**config.mk**
```make
export PLATFORM = sky130hd
export DESIGN_NAME = id_ex_pipe_reg
export DESIGN_NICKNAME = d
export VERILOG_FILES = /design/src/rtl/id_ex_pipe_reg.sv
export SDC_FILE = /design/constraint.sdc
export NUM_CORES = 1
export LEC_CHECK = 0
export BUFFER_PORTS_ARGS = -buffer_cell sky130_fd_sc_hd__buf_4
export CORE_AREA = 5 5 126 128
export CTS_CLUSTER_DIAMETER = 60
export DETAILED_ROUTE_END_ITERATION = 6
export DIE_AREA = 0 0 131 133
export GPL_ROUTABILITY_DRIVEN = 0
export PLACE_DENSITY_LB_ADDON = 0.08
export SYNTH_ARGS = -nofsm -noshare
export SYNTH_HDL_FRONTEND = slang
export SYNTH_SLANG_ARGS = --single-unit
```
**constraint.sdc**
```tcl
create_clock -name clk -period 3.3 [get_ports clk]
set_input_delay 0.66 -clock clk [delete_from_list [all_inputs] [get_ports clk]]
set_output_delay 0.66 -clock clk [all_outputs]
set_load 0.01 [all_outputs]
```
**src/rtl/id_ex_pipe_reg.sv**
```systemverilog
// ID/EX pipeline register: DEPTH chained slots with Tnew aging,
// hold/bubble/flush control and a hazard-unit lookup port.
module id_ex_pipe_reg #(
  parameter int DATA_W = 128,
  parameter int TNEW_W = 3,
  parameter int DEPTH = 1,
  parameter bit CLEAR_ON_BUBBLE = 1'b1
) (
  input  logic              clk,
  input  logic              reset,
  input  logic              flush,
  input  logic              hold,
  input  logic              bubble,
  input  logic              in_valid,
  input  logic [DATA_W-1:0] in_data,
  input  logic [4:0]        in_a1,
  input  logic [4:0]        in_a2,
  input  logic [4:0]        in_a3,
  input  logic              in_regwrite,
  input  logic              in_memwrite,
  input  logic [TNEW_W-1:0] in_tnew,
  output logic              out_valid,
  output logic [DATA_W-1:0] out_data,
  output logic [4:0]        out_a1,
  output logic [4:0]        out_a2,
  output logic [4:0]        out_a3,
  output logic              out_regwrite,
  output logic              out_memwrite,
  output logic [TNEW_W-1:0] out_tnew,
  input  logic [4:0]        q_addr,
  output logic              q_hit,
  output logic [TNEW_W-1:0] q_tnew,
  output logic [1:0]        q_slot,
  output logic [15:0]       bubble_cnt
);

  typedef struct packed {
    logic              valid;
    logic [DATA_W-1:0] data;
    logic [4:0]        a1;
    logic [4:0]        a2;
    logic [4:0]        a3;
    logic              regwrite;
    logic              memwrite;
    logic [TNEW_W-1:0] tnew;
  } slot_t;

  slot_t       slot_q [DEPTH];
  slot_t       slot_d [DEPTH];
  logic [15:0] cnt_q;
  logic [15:0] cnt_d;

  function automatic logic [TNEW_W-1:0] dec(
    input logic [TNEW_W-1:0] t
  );
    return (t != '0) ? t - TNEW_W'(1) : '0;
  endfunction

  always_comb begin
    cnt_d = cnt_q;
    for (int k = 0; k < DEPTH; k++) begin
      slot_d[k] = slot_q[k];
    end
    if (flush) begin
      for (int k = 0; k < DEPTH; k++) begin
        slot_d[k] = '0;
      end
    end else if (!hold) begin
      for (int k = 1; k < DEPTH; k++) begin
        slot_d[k]      = slot_q[k-1];
        slot_d[k].tnew = dec(slot_q[k-1].tnew);
      end
      if (in_valid && !bubble) begin
        slot_d[0].valid    = 1'b1;
        slot_d[0].data     = in_data;
        slot_d[0].a1       = in_a1;
        slot_d[0].a2       = in_a2;
        slot_d[0].a3       = in_a3;
        // writes to $0 are squashed at capture
        slot_d[0].regwrite = in_regwrite && (in_a3 != 5'd0);
        slot_d[0].memwrite = in_memwrite;
        slot_d[0].tnew     = dec(in_tnew);
      end else begin
        slot_d[0] = '0;
        if (!CLEAR_ON_BUBBLE) begin
          slot_d[0].data = slot_q[0].data;
        end
        cnt_d = cnt_q + 16'd1;
      end
    end
  end

  always_ff @(posedge clk or negedge reset) begin
    if (!reset) begin
      for (int k = 0; k < DEPTH; k++) begin
        slot_q[k] <= '0;
      end
      cnt_q <= '0;
    end else begin
      for (int k = 0; k < DEPTH; k++) begin
        slot_q[k] <= slot_d[k];
      end
      cnt_q <= cnt_d;
    end
  end

  // scan oldest to youngest so the youngest match wins
  always_comb begin
    q_hit  = 1'b0;
    q_tnew = '0;
    q_slot = '0;
    for (int k = DEPTH - 1; k >= 0; k--) begin
      if (slot_q[k].valid && slot_q[k].regwrite &&
          slot_q[k].a3 == q_addr && q_addr != 5'd0) begin
        q_hit  = 1'b1;
        q_tnew = slot_q[k].tnew;
        q_slot = 2'(k);
      end
    end
  end

  assign out_valid    = slot_q[DEPTH-1].valid;
  assign out_data     = slot_q[DEPTH-1].data;
  assign out_a1       = slot_q[DEPTH-1].a1;
  assign out_a2       = slot_q[DEPTH-1].a2;
  assign out_a3       = slot_q[DEPTH-1].a3;
  assign out_regwrite = slot_q[DEPTH-1].regwrite;
  assign out_memwrite = slot_q[DEPTH-1].memwrite;
  assign out_tnew     = slot_q[DEPTH-1].tnew;
  assign bubble_cnt   = cnt_q;

endmodule
```
==> results.cfg <==
[status]
outcome = completed

[timing]
setup_slack_ps = 599
final_hold_viol_count = 0
relSlewSlack_pct = 53.8
fin_crit_ps = 2700
clock_skew_ps = 6.18
fin_tns_setup_ps = 0
rsz0062_at_grt = false
max_freq_mhz = 370
setup_viol = 0
fin_crit_sh_pct = 81.9
slew_viol_final = 0
whs_ps = 238
tightest_slew_ps = 687

[clock_network]
post-cts-setup-buffer-count = 0
cts_sinks = 165
cts_tree = built
cts_inserted_buffers = 17
clockBufferDepth = 2
postCtsResizedCells = 0
clkTransAtPathRegs_ps = 60
htreeDepth = 4
postCtsHoldBufs = 0
root_buffer = clkbuf_16
insertion_delay_ps = 420

[worst_setup_path]
slowest_delay_ps = 580
crit_path_max_fanout = 4
critical_path_class = reg2out
cp.depth = 5
crit_slowest_cell = nor3_1
cp-start-kind = flop
path_buf_inv = 1
crit_required_ps = 2640
cp.arrival_ps = 2040
worst-r2r-cell-count = 5
reg2reg_to = bubble_cnt[10]
startpoint = out_a3[3]
ff2ff_setup_slack_ps = 1580
end_kind = primary output
crit_family = simple AND/OR/NAND/NOR gates
crit_path_cell_trace = xnor2_1 > nand3_1 > nor3_1 > and2_1 > buf_4
r2r_start = bubble_cnt[0]
crit_end = q_tnew[2]

[synthesis]
synth-compound-area-share_pct = 21.6
synth_cell_types = 31
synth_area_leaders = dfrtp_1, a22o_1, xnor2_1
synth_top_family_by_area = compound AO/OA/AOI/OAI gates
synth_edf_count = 0
synth_area_sq_mm = 0.00609
synth_simple_gate_area_share_pct = 4.46
synth_xor_area_share_pct = 2.73
yosysMostFrequentCell = dfrtp_1
async_flop_share_pct = 100
synthTopCellsByCount = dfrtp_1, a22o_1, clkbuf_1
avgSynthCellArea_sq_um = 14.2
synthFlopType = dfrtp_1
synth.largest_area_cell = dfrtp_1
synth_seq_area_share_pct = 67.8
netlist.area_leader.share_pct = 67.8
netlist_instances = 428
yosysWarningCount = 0
synthAdderAreaFrac_pct = 0.616
synth_mux_area_share_pct = 0
ys_seq_elements = 165

[route]
vias = 4923
antenna_left = 0
drt-vias-per-instance = 5.20
wl_per_cell_um = 20.1
drc = 0
drt_wl_total_um = 19000
drtIter0Drc = 208
drtPass1Iterations = 4

[worst_hold_path]
hold_class = in2async

[power_and_ir_drop]
power_switching_mw = 1.12
pwr-share-seq_pct = 46.3
p_int_mw = 3.59
pwr-share-clk_pct = 42.6
combPwrFrac_pct = 11.1
leakage_nw = 4.98
power.density_mw_per_mm2 = 504
swShare_pct = 23.7
peakVddDrop_mv = 0.328

[layout]
fin_util_pct = 63.3
diodes = 0
final_nets = 908
area_growth_pct = 53.3
num-fill-cells = 1197
drive_above_1_share_pct = 48.8

[floorplan]
die_w_um = 131
rows = 45
core_area_sq_mm = 0.0148
pin_count = 330
die_area_sq_mm = 0.0174
die_h_um = 133
start_util_pct = 41.3

[global_route]
grt_overflow = 0
grt_usage_pct = 21.6
grt_max_degree = 84
grt_pass1_wl_um = 28900
grt_antenna_before_repair = 0
grt_pass1_vias = 5230

[place]
dpl.hpwl_um = 14100
io_buffers = 327
dp_slack_ps = 646

[run]
drv_cap = 0
how the worst min path moves through the flow:
stage	from	to	cells past startpoint
3_3_place_gp	bubble_cnt[15]	bubble_cnt[15]	1
4_1_cts	reset	out_data[101]	1
6_report	reset	out_data[101]	1
2_1_floorplan	reset	bubble_cnt[0]	0
5_1_grt	reset	out_data[101]	1
3_5_place_dp	bubble_cnt[15]	bubble_cnt[15]	1
cells by family (layout without fill, tap and decap cells):
| logic type | after synthesis | after routing |
|---|---|---|
| AOI/OAI and AO/OA | 151 | 151 |
| other | 1 | 2 |
| DFF | 165 | 165 |
| and+or+nand+nor | 50 | 50 |
| xor gates and xnor gates | 19 | 19 |
| adders and majority gates | 3 | 3 |
| buffers and inverters | 39 | 368 |
final cells by class:
type	instances	area, sq um	area share, %
Clock buffer	19	443	4.74
Clock inverter	12	155	1.66
Inverter	3	11.3	0.121
Multi-Input combinational cell	225	1810	19.4
Sequential cell	165	4130	44.2
Tap cell	188	235	2.52
Timing Repair Buffer	334	2560	27.4
metal layers:
metal / track usage, % / vias to the layer above / routed length [um]
li1: - / 2234 / -
met1: 26.3 / 2441 / 7330
met2: 35.3 / 213 / 9570
met3: 6.66 / 35 / 1590
met4: 8.97 / 0 / 545
met5: 0 / - / 0
worst register-to-register path: stages, from the launching register on:
cell and delay (ps):
dfrtp_1 410, ha_1 210, nand2_1 90, nor4_1 550, nand4_1 200, xnor2_1 150
sequential cells by signal, summed over array words and instances (netlist names):
register,cells
out_data,128
bubble_cnt,16
out_a1,5
out_a2,5
out_a3,5
out_tnew,3
out_memwrite,1
out_regwrite,1
out_valid,1
placed cells by master (no fill, tap or decap), types with 2 or more instances in the layout:
master / instances
a22o_1: 147
and2_1: 4
buf_12: 4
buf_4: 329
bufinv_16: 3
clkbuf_16: 17
clkinv_2: 2
clkinvlp_4: 5
conb_1: 2
dfrtp_1: 165
ha_1: 3
inv_1: 3
nand2_1: 13
nand2b_1: 2
nand3_1: 4
nand4_1: 5
nor2_1: 8
nor3_1: 5
xnor2_1: 13
xor2_1: 6
power by group through the flow:
stage	combinational [mW]	sequential, mW	clock [mW]
global route	0.571	2.19	2.14
detailed placement	0.534	2.21	0
CTS	0.536	2.18	2.05
floorplan	0.134	2.24	0
finish	0.525	2.18	2.00
global placement	0.523	2.21	0
metrics by stage:
stage	area [sq um]	total power [mW]	std cells
5_1_grt	9340	4.90	946
3_3_place_gp	8740	2.73	915
6_report	9340	4.71	946
3_5_place_dp	8740	2.75	915
2_1_floorplan	6100	2.37	429
4_1_cts	9340	4.77	946
(Power assumes the default switching activity.)
